<file path="config.mk">
export PLATFORM = sky130hd
export DESIGN_NAME = msi_snoop_ctrl
export DESIGN_NICKNAME = d
export VERILOG_FILES = /design/src/rtl/msi_snoop_ctrl_pkg.sv /design/src/rtl/msi_snoop_ctrl_arb.sv /design/src/rtl/msi_snoop_ctrl.sv
export SDC_FILE = /design/constraint.sdc
export NUM_CORES = 1
export LEC_CHECK = 0
export CAP_MARGIN = 20
export CORE_AREA = 2 2 179 181
export DETAILED_ROUTE_END_ITERATION = 7
export DIE_AREA = 0 0 181 183
export GPL_TIMING_DRIVEN = 0
export PLACE_DENSITY_LB_ADDON = 0.1
export RECOVER_POWER = 25
export SYNTH_ARGS = -nofsm -noshare
export SYNTH_HDL_FRONTEND = slang
export SYNTH_SLANG_ARGS = --single-unit
</file>
<file path="constraint.sdc">
create_clock -name clk -period 14.5 [get_ports clk]
set_input_delay 2.9 -clock clk [delete_from_list [all_inputs] [get_ports clk]]
set_output_delay 2.9 -clock clk [all_outputs]
set_load 0.005 [all_outputs]
</file>
<file path="src/rtl/msi_snoop_ctrl_pkg.sv">
// common: shared cache-line state, bus op and snoop FSM types.
package common;
  typedef enum logic [1:0] {INVALID = 2'b00, SHARED = 2'b01, MODIFIED = 2'b10} blk_state_t;
  typedef enum logic [1:0] {NONE = 2'b00, BUS_RD = 2'b01, BUS_RDX = 2'b10, BUS_UPGR = 2'b11} bus_op_t;
  typedef enum logic [2:0] {IDLE, SNOOP, EVAL, WB, MEMRD, UPDATE, RESP} snoop_state_t;
  function automatic logic [1:0] onehot2(input logic c);
    return c ? 2'b10 : 2'b01;
  endfunction
endpackage

</file>
<file path="src/rtl/msi_snoop_ctrl_arb.sv">
// rr_arb2: two-way round-robin arbiter; the pointer remembers the core served last.
module rr_arb2 (
  input  logic       clk,
  input  logic       rst,
  input  logic [1:0] req_i,
  input  logic       take_i,
  output logic       gnt_o
);
  logic last_q;
  assign gnt_o = (&req_i) ? ~last_q : req_i[1];
  always_ff @(posedge clk or posedge rst)
    if (rst) last_q <= 1'b1;
    else if (take_i) last_q <= gnt_o;
endmodule

</file>
<file path="src/rtl/msi_snoop_ctrl.sv">
// msi_snoop_ctrl: two-core MSI snoop controller, one bus transaction at a time.
module msi_snoop_ctrl
  import common::*;
(
  input  logic        clk,
  input  logic        rst,
  input  logic [1:0]  req,
  input  logic [3:0]  req_op,
  input  logic [21:0] req_addr,
  output logic [1:0]  snp_search,
  output logic [10:0] snp_addr,
  input  logic [1:0]  snp_hit,
  input  logic [1:0]  snp_state_0,
  input  logic [1:0]  snp_state_1,
  input  logic [63:0] snp_data_0,
  input  logic [63:0] snp_data_1,
  output logic [1:0]  snp_we,
  output logic [1:0]  snp_wstate,
  output logic [63:0] snp_wdata,
  output logic        mem_we,
  output logic        mem_re,
  output logic [10:0] mem_addr,
  output logic [63:0] mem_wdata,
  input  logic [63:0] mem_rdata,
  input  logic        mem_rdy,
  output logic        resp_valid,
  output logic        resp_core,
  output logic [1:0]  resp_state,
  output logic [63:0] resp_data
);
  snoop_state_t state_q, state_d;
  bus_op_t op_q, op_d;
  blk_state_t tst;
  logic core_q, core_d, gnt, thit;
  logic [10:0] addr_q, addr_d;
  logic [63:0] data_q, data_d, tdata;
  logic [1:0] snp_search_q, snp_we_q, snp_wstate_q, resp_state_q;
  logic [10:0] snp_addr_q, mem_addr_q;
  logic [63:0] snp_wdata_q, mem_wdata_q, resp_data_q;
  logic mem_we_q, mem_re_q, resp_valid_q, resp_core_q;
  rr_arb2 u_arb (
    .clk    (clk),
    .rst    (rst),
    .req_i  (req),
    .take_i (state_q == IDLE && |req),
    .gnt_o  (gnt)
  );
  // The target is always the other core's cache.
  assign thit  = core_q ? snp_hit[0] : snp_hit[1];
  assign tst   = blk_state_t'(core_q ? snp_state_0 : snp_state_1);
  assign tdata = core_q ? snp_data_0 : snp_data_1;
  always_comb begin
    state_d = state_q;
    core_d  = core_q;
    op_d    = op_q;
    addr_d  = addr_q;
    data_d  = data_q;
    case (state_q)
      IDLE: if (|req) begin
        state_d = SNOOP;
        core_d  = gnt;
        op_d    = bus_op_t'(gnt ? req_op[3:2] : req_op[1:0]);
        addr_d  = gnt ? req_addr[21:11] : req_addr[10:0];
      end
      SNOOP: state_d = EVAL;
      EVAL: begin
        data_d  = tdata;
        state_d = (thit && tst == MODIFIED) ? WB :
                  (!thit && op_q != BUS_UPGR) ? MEMRD :
                  (thit && op_q != BUS_RD) ? UPDATE : RESP;
      end
      WB: state_d = mem_rdy ? UPDATE : WB;
      MEMRD: if (mem_rdy) begin
        state_d = RESP;
        data_d  = mem_rdata;
      end
      UPDATE: state_d = RESP;
      RESP: state_d = IDLE;
      default: state_d = IDLE;
    endcase
  end
  always_ff @(posedge clk or posedge rst)
    if (rst) begin
      state_q <= IDLE;
      core_q  <= 1'b0;
      op_q    <= NONE;
      addr_q  <= '0;
      data_q  <= '0;
    end else begin
      state_q <= state_d;
      core_q  <= core_d;
      op_q    <= op_d;
      addr_q  <= addr_d;
      data_q  <= data_d;
    end
  // Outputs are registered from the next state so each strobe lines up with its state.
  always_ff @(posedge clk or posedge rst)
    if (rst) begin
      snp_search_q <= '0;
      snp_addr_q   <= '0;
      snp_we_q     <= '0;
      snp_wstate_q <= '0;
      snp_wdata_q  <= '0;
      mem_we_q     <= 1'b0;
      mem_re_q     <= 1'b0;
      mem_addr_q   <= '0;
      mem_wdata_q  <= '0;
      resp_valid_q <= 1'b0;
      resp_core_q  <= 1'b0;
      resp_state_q <= '0;
      resp_data_q  <= '0;
    end else begin
      snp_search_q <= (state_d == SNOOP) ? onehot2(!core_d) : 2'b00;
      snp_addr_q   <= (state_d == SNOOP) ? addr_d : '0;
      snp_we_q     <= (state_d == UPDATE) ? onehot2(!core_d) : 2'b00;
      snp_wstate_q <= (state_d == UPDATE && op_d == BUS_RD) ? SHARED : INVALID;
      snp_wdata_q  <= (state_d == UPDATE) ? data_d : '0;
      mem_we_q     <= state_d == WB;
      mem_re_q     <= state_d == MEMRD;
      mem_addr_q   <= (state_d == WB || state_d == MEMRD) ? addr_d : '0;
      mem_wdata_q  <= (state_d == WB) ? data_d : '0;
      resp_valid_q <= state_d == RESP;
      resp_core_q  <= (state_d == RESP) && core_d;
      resp_state_q <= (state_d != RESP) ? INVALID : (op_d == BUS_RD) ? SHARED : MODIFIED;
      resp_data_q  <= (state_d == RESP && op_d != BUS_UPGR) ? data_d : '0;
    end
  assign snp_search = snp_search_q;
  assign snp_addr   = snp_addr_q;
  assign snp_we     = snp_we_q;
  assign snp_wstate = snp_wstate_q;
  assign snp_wdata  = snp_wdata_q;
  assign mem_we     = mem_we_q;
  assign mem_re     = mem_re_q;
  assign mem_addr   = mem_addr_q;
  assign mem_wdata  = mem_wdata_q;
  assign resp_valid = resp_valid_q;
  assign resp_core  = resp_core_q;
  assign resp_state = resp_state_q;
  assign resp_data  = resp_data_q;
endmodule
</file>
# Yosys cells after proc, flatten, opt, wreduce, memory -nomap -nowiden
# Cells that the tools add are included.
# W data, S select, Z words.
# op_classes
n_bitwise	1
mux	32
magnitude_cmp	0
reduce_logical	12
n_addsub	0
mul	0
n_eq_ne	16
div	0
shift	0
# op_table
op	count
$mux W64	5
$pmux W64 S2	1
$mux W11	5
$mux W2	11
$pmux W3 S6	1
$eq A3 B3 Y1 const B	5
$mux W3	4
$eq A3 B2 Y1 const B	3
$logic_and A1 B1 Y1	7
$eq A3 B1 Y1 const B	2
$mux W1	5
$ne A2 B2 Y1 const B	2
$logic_not A3 Y1	1
$ne A3 B3 Y1 const B	1
$eq A2 B1 Y1 const B	1
$eq A2 B2 Y1 const B	1
$ne A2 B1 Y1 const B	1
$reduce_and A2 Y1	1
$reduce_or A2 Y1	1
$logic_not A1 Y1	1
$logic_or A1 B1 Y1	1
$not A1 Y1	1
# word_totals
mem_count	0
elab_cells	80
out_inout_bits	226
mem_bits_rw	0
rom_bits	0
latch_bits	0
regBits	307

# Longest topological paths before layout
# logic_depth
depth_word	9
depth_mapped	9

# By module
# Synthesis repeated with hierarchy kept, for this count alone.
# hier_totals
cells_unflattened	925
area_unflattened_um2	11126.9
# modules_own_cells
mod	cells_each	instances	area_per_inst_um2	seq_area_each_um2
msi_snoop_ctrl	921	1	11070.6	7657.3
rr_arb2	4	1	56.3	26.3

# Worst setup path after synthesis
# No wires, ideal clock.
# synth_timing
path_kind	input-to-reg
startpoint	in req[1]
endpoint	reg resp_data_q[15] (netlist: resp_data[15])
cell_stages	7
required_ps	14426
setup_slack_ps	9958
arrival_ps	4469
path_cell_list	a21boi_1 -> mux2i_1 -> o31ai_1 -> or4_1 -> buf_2 -> buf_4 -> nor2_1
# synth_between
elab_chain_len	8
word_cells_on_any_way	12
classes_between	2 x eq/ne; 7 x mux; 3 x reduce/logical
# synth_rtl
element	line	source
from (decl)	msi_snoop_ctrl.sv:7	input logic [1:0] req,
$reduce_and A2 Y1	msi_snoop_ctrl_arb.sv:10	assign gnt_o = (&req_i) ? ~last_q : req_i[1];
$mux W1	msi_snoop_ctrl_arb.sv:10	
$mux W2	msi_snoop_ctrl.sv:62	op_d = bus_op_t'(gnt ? req_op[3:2] : req_op[1:0]);
$mux W2	msi_snoop_ctrl.sv:59	IDLE: if (|req) begin
$mux W2	msi_snoop_ctrl.sv:58	case (state_q)
$ne A2 B2 Y1	msi_snoop_ctrl.sv:125	resp_data_q <= (state_d == RESP && op_d != BUS_UPGR) ? data_d : '0;
$logic_and A1 B1 Y1 (*)	msi_snoop_ctrl.sv:125	
$mux W64 (*)	msi_snoop_ctrl.sv:125	
to (signal assigned)	msi_snoop_ctrl.sv:125	
to (decl)	msi_snoop_ctrl.sv:39	logic [63:0] snp_wdata_q, mem_wdata_q, resp_data_q;
# Every way passes the cells marked *; elsewhere a longest branch is shown, timed or not.
# A chain may end at the register's enable or synchronous reset.

==> results.toml <==
[setup_path]
worst_setup_path_end_kind = "async pin"
slowest_stage = "clkinvlp_2"
path_delay_family = "buffers and inverters"
start_kind = "input pin"
r2r_slack_ns = 11.57
crit_type = "in2async"
r2r_end = "snp_wdata[53]"
cp.buffers_inverters = 2
crit_arrival_ns = 6.16
worstPathMaxFanout = 105
max_stage_delay_ns = 2.66
reg2reg_depth = 7
crit_chain = "dlygate4sd3_1 > clkinvlp_2"
regToRegStartpoint = "core_q"
cp.depth = 2
worstPathRequired_ns = 14.26

[power_and_ir_drop]
leakage_nw = 8.204
ir_drop_mv = 0.09833
power_per_cell_area_nw_per_um2 = 198.1

[cts]
numCtsBuffers = 35
cts_max_path_buffers = 3
clk_root_buffer_cell = "clkbuf_16"
clk_latency_ns = 0.50
hold_buffers = 0
cts_tree = "built"
htreeDepth = 2
cts_num_sinks = 307
ctsResizeCount = 0
post-cts-setup-buffers = 0
cts.clk_slew.worst_paths_ns = 0.06

[grt]
grt_pass1_wl_mm = 55.10
grt_max_degree = 115
grt_use_total_pct = 22.20
antenna_found_initial = 2
grt_pass1_vias = 8852
grt_overflow_total = 0

[synth]
synth_seq_cells = 307
syn_avg_cell_area_sq_um = 11.98
seq_area_frac_synth_pct = 69.42
syn-instance-count = 924
ys.flop_type = "dfrtp_1"
synthesis.yosys.warnings = 0
synth_area_sq_um = 11070
syn-num-nets = 1153
async_flop_share_pct = 100.0
synth_cell_types = 41
synth_edf_count = 0

[sta]
finalSetupViolations = 0
setup_ws_ns = 8.106
slew_headroom_pct = -216.4
hold_violations = 0
rsz0062_at_grt = "no"
tightestPinTransition_ns = 4.721
fmax_mhz = 156.4
post-route-min-period_ns = 6.394
fin_skew_ns = 0.009896
period_share_pct = 44.10
slew_viol_final = 104

[finish]
layout_common_cells = "450 x clkdlybuf4s50_1, 306 x dfrtp_1, 276 x nor2_1, 78 x mux2i_1, 70 x inv_1"
layout-drive-gt1-share_pct = 6.029
fin_area_sq_um = 17380
area_growth_pct = 57.01
layout_commonest_cell = "clkdlybuf4s50_1"
nNetsFinal = 1646

[min_path]
min_path_type = "reg2reg"
whs_path_depth = 1
hp-start = "addr_q[0]"
worstHoldEndpoint = "addr_q[0]"

[detailed_routing]
dr.pass1.iters = 5
wire_per_inst_microns = 20.10
dr.first_iter.drc_count = 450
drc = 0
vias = 8666
wl_met1_mm = 14.73
drtAntennaViolNets = 0
met3WireLength_mm = 3.244
viasPerCell = 4.692
routed_wirelength_mm = 37.12
wl_met2_mm = 18.37
dr.max_layer_used = "met4"

[die]
rows = 65
initial_core_util_pct = 35.44
die_x_microns = 181
design.core.area_sq_um = 31230
die_h_microns = 183
die_area_sq_um = 33120
io_pins = 455

[placed_design]
dpl_worst_slack_ns = 8.849
io_buffers = 453
placed_area_sq_um = 16180
gp_congestion = 0.7831
place_hpwl_mm = 27.25

[run_status]
status = "finished with violations"
violations = "capacitance limit, slew limit"

[run]
maxCapViolCount = 1
[metal layers]
layer	vias up	track usage, %
met5	-	0
met2	325	37.85
met3	46	7.724
met1	4269	26.87
met4	0	6.114
li1	4026	-
[kinds of logic (layout without fill, tap and decap cells)]
group	Yosys count	count (layout)	synth area share, %
flops	307	307	69.42
compound gates	105	105	7.732
simple gates	303	303	10.97
mux	78	78	7.054
buf+inv	129	648	4.714
other cells	1	3	0.03388
xor+xnor	1	1	0.07915
[per-stage QoR]
stage	hold WS [ns]	power, mW	setup TNS, ns	std cells	util, %
finish	0.4690	3.442	0	1847	55.65
global route	0.4873	3.659	0	1846	55.64
CTS	0.4707	3.492	0	1845	55.65
detailed placement	0.4570	2.569	0	1782	51.81
global placement	0.4509	2.551	-198.28	1779	51.57
floorplan	0.4398	1.869	0	924	-
[final cells by class]
cell class              instances  area, sq um
diodes                          2        5.005
plain buffers                  58        255.2
clock buffers                  54         1080
clock inverters                 9        120.1
fillers                      2788        13850
inverters                      71        267.8
multi-input cells             488         2863
flip-flops and latches        307         7684
well taps                     402        503.0
repair buffers                456         4601
[cell usage after synthesis, drive strengths merged, types with 2 or more instances]
library cell | count | area [sq um]
nor2 | 276 | 1036
dfrtp | 306 | 7657
a21boi | 12 | 90.09
mux2i | 78 | 780.8
nor3b | 2 | 20.02
o21ai | 5 | 25.02
nand2b | 2 | 12.51
a221oi | 64 | 560.5
nand3b | 2 | 15.01
buf | 27 | 138.9
nand2 | 6 | 22.52
a21o | 12 | 90.09
a21oi | 4 | 20.02
or2 | 2 | 12.51
nor3 | 2 | 10.01
clkbuf | 31 | 116.4
inv | 71 | 266.5
nor2b | 4 | 25.02
or3b | 2 | 17.52
[worst register-to-register path, cell delays in order, from the launching register on]
cell	delay [ns]
dfrtp_1	0.32
buf_4	0.13
buf_2	0.39
buf_1	0.77
mux2i_1	0.35
nor2_1	0.07
a221oi_1	0.65
nor2_1	0.11
[power by group]
part	leakage [nW]	internal [mW]	switching (mW)	total, mW
sequential	4.12	1.12	0.0778	1.20
combinational	3.49	0.587	0.746	1.33
clock	0.596	0.565	0.343	0.908
total	8.20	2.28	1.17	3.44
[worst max path at each step]
stage	startpoint	endpoint	slack, ns
2_1_floorplan	rst	addr_q[0]	3.11
3_3_place_gp	rst	mem_we	-0.68
3_5_place_dp	req[1]	resp_data[58]	8.85
4_1_cts	req[1]	resp_data[58]	9.37
5_1_grt	rst	data_q[4]	7.35
6_report	rst	snp_wdata[5]	8.11
[registers in the layout, indices dropped and copies added, names as in the netlist]
| register | cells |
|---|---|
| resp_state | 2 |
| u_arb.last_q | 1 |
| mem_wdata | 64 |
| op_q | 2 |
| data_q | 64 |
| resp_valid | 1 |
| mem_addr | 11 |
| snp_wdata | 64 |
| state_q | 3 |
| mem_re | 1 |
| mem_we | 1 |
| snp_wstate | 1 |
| snp_we | 2 |
| snp_addr | 11 |
| snp_search | 2 |
| resp_core | 1 |
| addr_q | 11 |
| core_q | 1 |
| resp_data | 64 |
(Power assumes the default switching activity.)
